==> src/rtl/seq_det_pkg.sv <==
// Shared types for the programmable sequence detector: FSM state encoding
// and the cfg_len width helper.
package seq_det_pkg;

  typedef enum logic [1:0] {
    ST_UNCFG = 2'd0,
    ST_FILL  = 2'd1,
    ST_ARMED = 2'd2
  } state_t;

  function automatic int calc_len_w(input int max_len);
    return $clog2(max_len + 1);
  endfunction

endpackage

==> src/rtl/seq_det_hist.sv <==
// History shift register plus fill counter saturating at the pattern length.
// Exposes the post-shift history/full view so a match can be judged in the accepting cycle.
module seq_det_hist #(
  parameter int MAX_LEN = 8,
  parameter int LEN_W   = 4
) (
  input  logic               clk,
  input  logic               rst,
  input  logic               i_clr,
  input  logic               i_drop,
  input  logic               i_shift,
  input  logic               i_bit,
  input  logic [LEN_W-1:0]   i_len,
  output logic [MAX_LEN-1:0] o_hist_nxt,
  output logic               o_full_nxt
);

  logic [MAX_LEN-1:0] r_hist;
  logic [LEN_W-1:0]   r_fill;
  logic [LEN_W-1:0]   w_fill_inc;

  assign o_hist_nxt = {r_hist[MAX_LEN-2:0], i_bit};
  // fill never exceeds len, so the increment cannot wrap
  assign w_fill_inc = (r_fill >= i_len) ? i_len : r_fill + 1'b1;
  assign o_full_nxt = (w_fill_inc == i_len);

  always_ff @(posedge clk or negedge rst) begin
    if (!rst) begin
      r_hist <= '0;
      r_fill <= '0;
    end else if (i_clr) begin
      r_hist <= '0;
      r_fill <= '0;
    end else if (i_shift) begin
      r_hist <= o_hist_nxt;
      r_fill <= i_drop ? '0 : w_fill_inc;
    end
  end

endmodule

==> src/rtl/seq_detect_prog.sv <==
// Programmable serial pattern detector (run-time pattern, length, overlap).
// Optional saturating hit counter enabled by `define SEQ_DET_CNT_EN.
module seq_detect_prog
  import seq_det_pkg::*;
#(
  parameter  int MAX_LEN = 8,
  parameter  int CNT_W   = 8,
  localparam int LEN_W   = calc_len_w(MAX_LEN)
) (
  input  logic               clk,
  input  logic               rst,
  input  logic               cfg_load,
  input  logic [MAX_LEN-1:0] cfg_pattern,
  input  logic [LEN_W-1:0]   cfg_len,
  input  logic               cfg_overlap,
  input  logic               data_vld,
  input  logic               data,
  output logic               flag,
  output logic               cfg_err
`ifdef SEQ_DET_CNT_EN
  ,
  output logic [CNT_W-1:0]   hit_cnt
`endif
);

  localparam logic [LEN_W-1:0] MAX_LEN_L = LEN_W'(MAX_LEN);

  if (MAX_LEN < 2 || CNT_W < 1) begin : g_bad_param
    $error("seq_detect_prog: MAX_LEN must be >= 2 and CNT_W >= 1");
  end

  state_t             r_state, w_state_nxt;
  logic [MAX_LEN-1:0] r_pattern;
  logic [LEN_W-1:0]   r_len;
  logic               r_overlap;
  logic               r_flag;
  logic               r_cfg_err;

  logic               w_cfg_bad;
  logic               w_shift;
  logic               w_match;
  logic               w_flag_nxt;
  logic [MAX_LEN-1:0] w_mask;
  logic [MAX_LEN-1:0] w_hist_nxt;
  logic               w_full_nxt;

  assign w_cfg_bad = (cfg_len == '0) || (cfg_len > MAX_LEN_L);
  // cfg_load in the same cycle discards the data bit and any pending match
  assign w_shift   = (r_state != ST_UNCFG) && data_vld && !cfg_load;

  for (genvar i = 0; i < MAX_LEN; i++) begin : g_mask
    assign w_mask[i] = (LEN_W'(i) < r_len);
  end

  seq_det_hist #(
    .MAX_LEN (MAX_LEN),
    .LEN_W   (LEN_W)
  ) u_hist (
    .clk        (clk),
    .rst        (rst),
    .i_clr      (cfg_load),
    .i_drop     (w_match && !r_overlap),
    .i_shift    (w_shift),
    .i_bit      (data),
    .i_len      (r_len),
    .o_hist_nxt (w_hist_nxt),
    .o_full_nxt (w_full_nxt)
  );

  assign w_match = w_shift && w_full_nxt && (((w_hist_nxt ^ r_pattern) & w_mask) == '0);

  always_comb begin
    w_state_nxt = r_state;
    w_flag_nxt  = 1'b0;
    if (cfg_load) begin
      w_state_nxt = w_cfg_bad ? ST_UNCFG : ST_FILL;
    end else if (w_shift) begin
      w_flag_nxt = w_match;
      if (w_match && !r_overlap) w_state_nxt = ST_FILL;
      else if (w_full_nxt)       w_state_nxt = ST_ARMED;
    end
  end

  always_ff @(posedge clk or negedge rst) begin
    if (!rst) begin
      r_state   <= ST_UNCFG;
      r_pattern <= '0;
      r_len     <= '0;
      r_overlap <= 1'b0;
      r_flag    <= 1'b0;
      r_cfg_err <= 1'b0;
    end else begin
      r_state <= w_state_nxt;
      r_flag  <= w_flag_nxt;
      if (cfg_load) begin
        r_pattern <= cfg_pattern;
        r_len     <= cfg_len;
        r_overlap <= cfg_overlap;
        r_cfg_err <= w_cfg_bad;
      end
    end
  end

  assign flag    = r_flag;
  assign cfg_err = r_cfg_err;

`ifdef SEQ_DET_CNT_EN
  logic [CNT_W-1:0] r_hit_cnt;

  always_ff @(posedge clk or negedge rst) begin
    if (!rst)                              r_hit_cnt <= '0;
    else if (cfg_load)                     r_hit_cnt <= '0;
    else if (w_match && (r_hit_cnt != '1)) r_hit_cnt <= r_hit_cnt + 1'b1;
  end

  assign hit_cnt = r_hit_cnt;
`endif

endmodule

==> config.mk <==
export PLATFORM = sky130hd
export DESIGN_NAME = seq_detect_prog
export DESIGN_NICKNAME = d
export VERILOG_FILES = /design/src/rtl/seq_det_pkg.sv /design/src/rtl/seq_det_hist.sv /design/src/rtl/seq_detect_prog.sv
export SDC_FILE = /design/constraint.sdc
export NUM_CORES = 1
export LEC_CHECK = 0
export ABC_CLOCK_PERIOD_IN_PS = 4950
export BUFFER_PORTS_ARGS = -buffer_cell sky130_fd_sc_hd__buf_4
export CAP_MARGIN = 25
export CORE_MARGIN = 4
export CORE_UTILIZATION = 49
export CTS_BUF_LIST = sky130_fd_sc_hd__clkbuf_16
export CTS_CLUSTER_DIAMETER = 40
export DETAILED_ROUTE_END_ITERATION = 7
export MAX_ROUTING_LAYER = met4
export PLACE_DENSITY = 0.69
export RECOVER_POWER = 50
export SYNTH_ARGS = -nofsm -noshare
export SYNTH_HDL_FRONTEND = slang
export SYNTH_SLANG_ARGS = --single-unit
==> constraint.sdc <==
create_clock -name clk -period 4.95 [get_ports clk]
set_input_delay 0.99 -clock clk [delete_from_list [all_inputs] [get_ports clk]]
set_output_delay 0.99 -clock clk [all_outputs]
set_load 0.01 [all_outputs]
Yosys cells after proc, flatten, opt, wreduce, memory -nomap -nowiden
Cells that the tools add are included.

operators by class
  magnitude comparators = 10
  reduce and logical (&&, ||, !) cells = 14
  multiplexer cells = 13
  equal/unequal tests = 1
  bitwise gates (word level) = 2
  $add $sub $neg = 1

operators with widths
  cell                 number
  $lt 3x4->1 const A   4
  $mux 4               4
  $mux 7               2
  $and 8x8->8          1
  $logic_not 8->1      1
  $lt 1x4->1 const A   2
  $lt 2x4->1 const A   2
  $mux 2               4
  $xor 8x8->8          1
  $logic_and 1x1->1    5
  $add 4x1->4 const B  1
  $eq 4x4->1           1
  $ge 4x4->1           1
  $gt 4x4->1 const B   1
  $logic_not 4->1      1
  $reduce_bool 2->1    2
  $mux 1               3
  $reduce_bool 3->1    1
  $logic_not 1->1      2
  $reduce_and 2->1     1
  $logic_or 1x1->1     1

word-level totals
  flip-flop bits (word level) = 28
  word-level logic and storage cells = 49
  input port bits = 18
  output and inout bits = 2

Logic depth before layout (Yosys ltp)
Gate-level depths: netlist of run 1.

  depth after elaboration = 9
  depth in mapped cells = 8
  depth with buffers taken out = 8

By module
A second synthesis of run 1 with hierarchy kept.

second synthesis, totals
  cells, all modules = 136
  area total of the unflattened synthesis = 1,551.5 µm²

by module, submodules not included
  module           cells an instance  area an instance (µm²)  sequential area each (µm²)  instances
  seq_detect_prog  68                 828.3                   425.4                       1
  seq_det_hist     68                 723.2                   275.3                       1

Worst setup path before layout of run 1
Ideal clock, no wire load.

  kind = input-to-reg
  start point = input port data_vld
  end point = register u_hist.r_fill[0]
  stages on the path = 5
  data required time = 4,828 ps
  path slack = 2,455 ps
  arrival = 2,374 ps
  library setup time = 122 ps
  buffers on the path = 0
  path through = o21ai_0 -> nor2_1 -> or4b_4 -> or3_4 -> a32o_1

between the ends
  word-level cells in the longest chain between the ends = 8
  elaborated cells on any way between the ends = 9

ends and longest elaborated chain
  element                           line                   text
  from (decl)                       seq_detect_prog.sv:16  input logic data_vld,
  $logic_and 1x1->1 * (2 in a row)  seq_detect_prog.sv:49  assign w_shift = (r_state != ST_UNCFG) && data_vld && !cfg_load;
  $logic_and 1x1->1 (2 in a row)    seq_detect_prog.sv:70  assign w_match = w_shift && w_full_nxt && (((w_hist_nxt ^ r_pattern) & w_mask) == '0);
  $logic_and 1x1->1                 seq_detect_prog.sv:62  .i_drop (w_match && !r_overlap),
  $mux 4                            seq_det_hist.sv:36     r_fill <= i_drop ? '0 : w_fill_inc;
  $mux 4                            seq_det_hist.sv:34     end else if (i_shift) begin
  $mux 4                            seq_det_hist.sv:31     end else if (i_clr) begin
  to (signal assigned)              seq_det_hist.sv:36
  to (decl)                         seq_det_hist.sv:19     logic [LEN_W-1:0] r_fill;

Mark *: on every way between the ends. The rest lies on a longest branch, timed or not. The select of a mux whose other input is x is not followed.
A chain may end at the register's enable or synchronous reset.

Final worst setup path of run 1
  start point = input port cfg_load
  end point = register u_hist.r_fill[0]

between the ends
  word-level cells in the longest chain between the ends = 8
  elaborated cells on any way between the ends = 9

ends and longest elaborated chain
  element                         line                   text
  from (decl)                     seq_detect_prog.sv:12  input logic cfg_load,
  $logic_not 1->1                 seq_detect_prog.sv:49
  $logic_and 1x1->1               seq_detect_prog.sv:49
  $logic_and 1x1->1 (2 in a row)  seq_detect_prog.sv:70
  $logic_and 1x1->1               seq_detect_prog.sv:62
  $mux 4                          seq_det_hist.sv:36
  $mux 4                          seq_det_hist.sv:34
  $mux 4                          seq_det_hist.sv:31

Parallel ways exist; a longest one is shown, timed or not. The select of a mux whose other input is x is not followed.

==> results.sh, run 1 <==
export IMPL_synth_avg_cell_area_um2=11.3
export IMPL_start_util_pct=52.2
export IMPL_r2r_end="u_hist.r_fill[0]$_DFFE_PN0P_"
export IMPL_cts_resized=0
export IMPL_ys_warn_count=0
export IMPL_drt_pass1_iterations=4
export IMPL_yosysUniqueCellTypes=32
export IMPL_cts_sinks=28
export IMPL_worstSkewPairLatency_ns=0.26
export IMPL_min_to="cfg_err$_DFFE_PN0P_"
export IMPL_viasPerCell=5.95
export IMPL_wl_per_cell_um=16.1
export IMPL_drtIter0Drc=32
export IMPL_arrival_ns=3.00
export IMPL_syn_inst=131
export IMPL_cts_hold_buffers_added=0
export IMPL_num_vias=1077
export IMPL_post_route_period_util_pct=57.6
export IMPL_yosys_area_top_type="dfrtp_1"
export IMPL_drv_slew=0
export IMPL_die_area_um2=3960
export IMPL_setup_tns_ns=0
export IMPL_num_antenna_cells=0
export IMPL_end_kind="flip-flop"
export IMPL_hold_viol=0
export IMPL_area_growth_pct=16.4
export IMPL_post_route_min_period_ns=2.85
export IMPL_yosysSeqAreaShare_pct=47.5
export IMPL_ioPinCount=20
export IMPL_grt_pass1_wl_mm=5.24
export IMPL_grt_pass1_vias=1149
export IMPL_synth_area_leaders="dfrtp_1 47%, mux2_2 9.2%, xnor2_1 4.7%, ha_1 4.2%, a22o_1 4.2%"
export IMPL_maxCapViolations=0
export IMPL_path_clk_slew_ns=0.06
export IMPL_rsz0062_at_grt="false"
export IMPL_core_um2=2830
export IMPL_grt_max_degree=29
export IMPL_mostFrequentLayoutCell="dfrtp_1"
export IMPL_root_buffer="clkbuf_16"
export IMPL_hp_class="flip-flop to flip-flop"
export IMPL_hpwl_mm=2.16
export IMPL_r2r_start="r_len[1]$_DFFE_PN0P_"
export IMPL_status="complete, no violations"
export IMPL_fin_nets=175
export IMPL_crit_fanout=22
export IMPL_htreeDepth=1
export IMPL_grt_overflow_total=0
export IMPL_drive_gt1_share_pct=26.7
export IMPL_ys_ff_latch=28
export IMPL_clk_path_buf_depth=2
export IMPL_setup_viol=0
export IMPL_holdPathStages=1
export IMPL_gp_congestion=0.847
export IMPL_start_kind="primary input"
export IMPL_synthArstFlopShare_pct=100
export IMPL_drtAntennaViolNets=0
export IMPL_ys_flop_type="dfrtp_1"
export IMPL_post_cts_setup_buffer_count=0
export IMPL_finalWirelength_mm=2.91
export IMPL_tritoncts="built"
export IMPL_total_leakage_power_uw=0.000764
export IMPL_most_common_layout_cells="28 x dfrtp_1, 18 x buf_4, 12 x mux2_2, 8 x nand2_1, 8 x xnor2_1"
export IMPL_rrSetupSlack_ns=2.37
export IMPL_syn_num_nets=154
export IMPL_ir_worst_vdd_v=0.000307
export IMPL_antenna_found_initial=0
export IMPL_min_from="cfg_err$_DFFE_PN0P_"
export IMPL_path_class="primary input to flip-flop"
export IMPL_fp_dieH_um=62.9
export IMPL_worstMarginPinSlew_ns=1.46
export IMPL_cp_required_ns=5.10
export IMPL_fp_dieW_um=62.9
export IMPL_clock_skew_ns=0.00203
export IMPL_synth_edf_count=0
export IMPL_drc_errors=0
export IMPL_io_buffers=19
export IMPL_max_slew_margin_rel_pct=2.53
export IMPL_worstRegToRegCells=6
export IMPL_hold_worst_slack_ns=0.485
export IMPL_fmax_ghz=0.351
export IMPL_cts_buffers=3
export IMPL_row_count=19
export IMPL_grtUsageTotal_pct=17.1
export IMPL_synth_cell_area_um2=1480
export IMPL_p_per_area_nw_per_um2=313
export IMPL_synth_top_area_share_pct=47.5
==> per-stage QoR <==
step                      worst slack (ns)  instance area (um^2)  total power, uW  instances  util, %
after floorplan                       2.45                  1480              329        131        -
after global placement                2.19                  1650              360        178     58.3
after detailed placement              2.15                  1650              365        178     58.3
after CTS                             2.36                  1730              544        181     61.0
after global routing                  1.93                  1720              570        181     60.7
final                                 2.10                  1720              538        181     60.7
==> how the worst max path moves through the flow <==
stage / startpoint / cells after the start / slack (ns) / to
floorplan: data_vld / 5 / 2.45 / u_hist.r_fill[0]$_DFFE_PN0P_
global placement: cfg_load / 6 / 2.19 / u_hist.r_fill[0]$_DFFE_PN0P_
detailed placement: cfg_load / 6 / 2.15 / u_hist.r_fill[0]$_DFFE_PN0P_
CTS: r_len[1]$_DFFE_PN0P_ / 6 / 2.36 / u_hist.r_fill[0]$_DFFE_PN0P_
global route: cfg_load / 6 / 1.93 / u_hist.r_fill[2]$_DFFE_PN0P_
finish: cfg_load / 6 / 2.10 / u_hist.r_fill[0]$_DFFE_PN0P_
==> kinds of logic after synthesis <==
family / count (synthesis) / share of synthesized area [%]
xor+xnor: 15 / 8.90
compound gates: 32 / 16.2
mux: 13 / 9.83
fa+ha+maj: 5 / 4.24
simple gates: 30 / 11.4
flops: 28 / 47.5
buf+inv: 8 / 2.03
==> power breakdown <==
part / total [uW] / switching, uW / internal (uW)
Sequential: 263 / 17.8 / 245
Clock: 178 / 71.4 / 107
Combinational: 97.2 / 48.2 / 49.0
Total: 538 / 137 / 401
==> critical path, cell delays in order <==
cell and delay (ns):
clkbuf_1 0.39, nor2_1 0.23, buf_4 0.21, or4b_4 0.52
or3_4 0.40, a32o_1 0.26
==> cell type report <==
type | instances | area, um^2
Clock buffer | 3 | 75.1
Tap cell | 31 | 38.8
Inverter | 4 | 15.0
Fill cell | 243 | 1110
Sequential cell | 28 | 701
Multi-Input combinational cell | 95 | 746
Timing Repair Buffer | 20 | 143
==> Yosys cell counts, types with 2 or more instances <==
master and number:
a21oi_1 5, a22o_1 7, a32o_1 2, clkbuf_1 3
dfrtp_1 28, ha_1 5, inv_1 4, mux2_2 12
nand2_1 8, nand2b_1 2, nand3_1 3, nand3b_1 2
nor2_1 6, nor3_1 3, o21a_1 2, o21ai_0 7
o21ai_2 2, o311ai_0 2, o311ai_1 2, xnor2_1 8
xor2_1 7
==> state kept, by name (all words and copies together) (netlist names) <==
| register | cells |
|---|---|
| cfg_err | 1 |
| flag | 1 |
| r_len | 4 |
| r_overlap | 1 |
| r_pattern | 8 |
| r_state | 2 |
| u_hist.r_fill | 4 |
| u_hist.r_hist | 7 |
==> per-layer routing <==
layer / wire length (um) / part of all wire, % / GRT usage, %
met3: 132 / 4.5 / 3.96
met4: 47 / 1.6 / 7.44
met1: 1340 / 46 / 21.3
met5: 0 / 0 / -
met2: 1390 / 48 / 26.4
No activity file was read; power rests on OpenSTA's default activity.
==> run 2: changes to the inputs <==
- ABC_CLOCK_PERIOD_IN_PS: 4950 -> 2800
- clock period: 4.95 -> 2.8 ns (I/O delays scaled with it)
==> run 2 against run 1 <==
Effect of this change:
- the run now ends with max-capacitance violations, max-slew violations left
- utilization is 1.2 points higher
- critical path depth unchanged
- clock skew rose by 0.0010 ns
- setup slack got worse by 1.9 ns
- sequential power rose by 76%
- largest cell class unchanged
==> results.sh, run 2 (same netlist as run 1, synthesis figures left out) <==
export IMPL_status="finished with violations"
export IMPL_failed_checks="max-capacitance violations, max-slew violations"
export IMPL_drv_slew=29
export IMPL_tritoncts="built"
export IMPL_fmax_ghz=0.390
export IMPL_setup_viol=0
export IMPL_drtIter0Drc=25
export IMPL_antenna_found_initial=0
export IMPL_regMostFlops="r_pattern"
export IMPL_pre_cts_ws_ns=0.283
export IMPL_setup_tns_ns=0
export IMPL_drt_pass1_iterations=4
export IMPL_drive_gt1_share_pct=27.8
export IMPL_drc_errors=0
export IMPL_cts_resized=0
export IMPL_largest_reg_flops=8
export IMPL_hold_viol=0
export IMPL_fp_dieW_um=62.9
export IMPL_rsz0062_at_grt="false"
export IMPL_total_leakage_power_uw=0.000782
export IMPL_finalPower_uw=1060
export IMPL_maxCapViolations=1
export IMPL_die_area_um2=3960
export IMPL_grtUsageTotal_pct=17.0
export IMPL_clk_path_buf_depth=2
export IMPL_top_regs="r_pattern x8, u_hist.r_hist x7"
export IMPL_grt_overflow_total=0
export IMPL_root_buffer="clkbuf_16"
export IMPL_fill_cells=223
export IMPL_io_buffers=19
export IMPL_max_slew_margin_rel_pct=-2.95
export IMPL_most_common_layout_cells="28 x dfrtp_1, 19 x buf_4, 12 x mux2_2, 8 x nand2_1, 8 x xnor2_1"
export IMPL_htreeDepth=1
export IMPL_hp_class="flip-flop to flip-flop"
export IMPL_cts_hold_buffers_added=0
export IMPL_row_count=19
export IMPL_gp_congestion=0.873
export IMPL_ioPinCount=20
export IMPL_post_route_min_period_ns=2.57
export IMPL_num_antenna_cells=0
export IMPL_area_growth_pct=18.6
export IMPL_path_class="flip-flop to flip-flop"
export IMPL_fp_dieH_um=62.9
export IMPL_end_kind="flip-flop"
export IMPL_mostFrequentLayoutCell="dfrtp_1"
export IMPL_viasPerCell=5.92
export IMPL_hpwl_mm=2.06
export IMPL_arrival_ns=2.72
export IMPL_num_vias=1077
export IMPL_grt_max_degree=29
export IMPL_worstSkewPairLatency_ns=0.26
export IMPL_grt_pass1_wl_mm=5.15
export IMPL_start_kind="flip-flop"
export IMPL_post_route_period_util_pct=91.7
export IMPL_drtAntennaViolNets=0
export IMPL_worstMarginPinSlew_ns=1.54
export IMPL_start_util_pct=52.2
export IMPL_wl_per_cell_um=16.4
export IMPL_crit_fanout=7
export IMPL_path_clk_slew_ns=0.07
export IMPL_clock_skew_ns=0.00306
export IMPL_finalWirelength_mm=2.98
export IMPL_grt_pass1_vias=1048
export IMPL_cts_buffers=3
export IMPL_fin_ws_ns=0.234
export IMPL_p_per_area_nw_per_um2=602
export IMPL_post_cts_setup_buffer_count=0
export IMPL_fin_nets=175
export IMPL_core_um2=2830
export IMPL_cp_required_ns=2.95
export IMPL_fin_util_pct=61.9
export IMPL_ir_worst_vdd_v=0.000374
export IMPL_cts_sinks=28
-- run 2: worst max-delay path, stage by stage, from the launching register on --
cell and delay, ns:
dfrtp_1 0.44, or3b_4 0.43, a221oi_2 0.24, a21oi_1 0.10
or4b_4 0.58, or3_4 0.40, a32o_1 0.26
-- run 2: path summary, 6_finish.rpt --
path,startpoint,endpoint,slack [ns],depth (start not counted)
min in group asynchronous,rst,u_hist.r_fill[2]$_DFFE_PN0P_,0.67,1
hold reg to reg,cfg_err$_DFFE_PN0P_,cfg_err$_DFFE_PN0P_,0.48,1
max in group asynchronous,rst,u_hist.r_hist[6]$_DFFE_PN0P_,1.24,1
setup reg to reg,r_len[1]$_DFFE_PN0P_,u_hist.r_fill[0]$_DFFE_PN0P_,0.23,6
setup / recovery,r_len[1]$_DFFE_PN0P_,u_hist.r_fill[0]$_DFFE_PN0P_,0.23,6
hold / removal,cfg_err$_DFFE_PN0P_,cfg_err$_DFFE_PN0P_,0.48,1
-- run 2: final cells by class --
class / count / area [um^2] / area share, %
repair buffers: 20 / 146 / 8.36
flip-flops and latches: 28 / 701 / 40.0
clock inverters: 1 / 30.0 / 1.71
clock buffers: 3 / 75.1 / 4.29
inverters: 4 / 15.0 / 0.857
multi-input cells: 95 / 746 / 42.6
well taps: 31 / 38.8 / 2.21
-- run 2: layer usage --
metal / routed length (um) / global-route usage (%)
met1: 1390 / 23.6
met2: 1370 / 24.4
met3: 161 / 2.70
met4: 59 / 7.44
met5: 0 / -
-- run 2: power by group --
part / switching (uW) / total [uW] / leakage (uW) / internal (uW)
Clock: 135 / 420 / 0.0000511 / 285
Combinational: 86.5 / 173 / 0.000373 / 86.6
Sequential: 29.8 / 462 / 0.000357 / 433
-- run 2: metrics by stage --
| step | cells | instance area (um^2) | hold WS (ns) |
|---|---|---|---|
| floorplan | 131 | 1480 | 0.264 |
| global placement | 178 | 1650 | 0.463 |
| detailed placement | 178 | 1650 | 0.469 |
| CTS | 182 | 1760 | 0.211 |
| global route | 182 | 1750 | 0.493 |
| finish | 182 | 1750 | 0.484 |
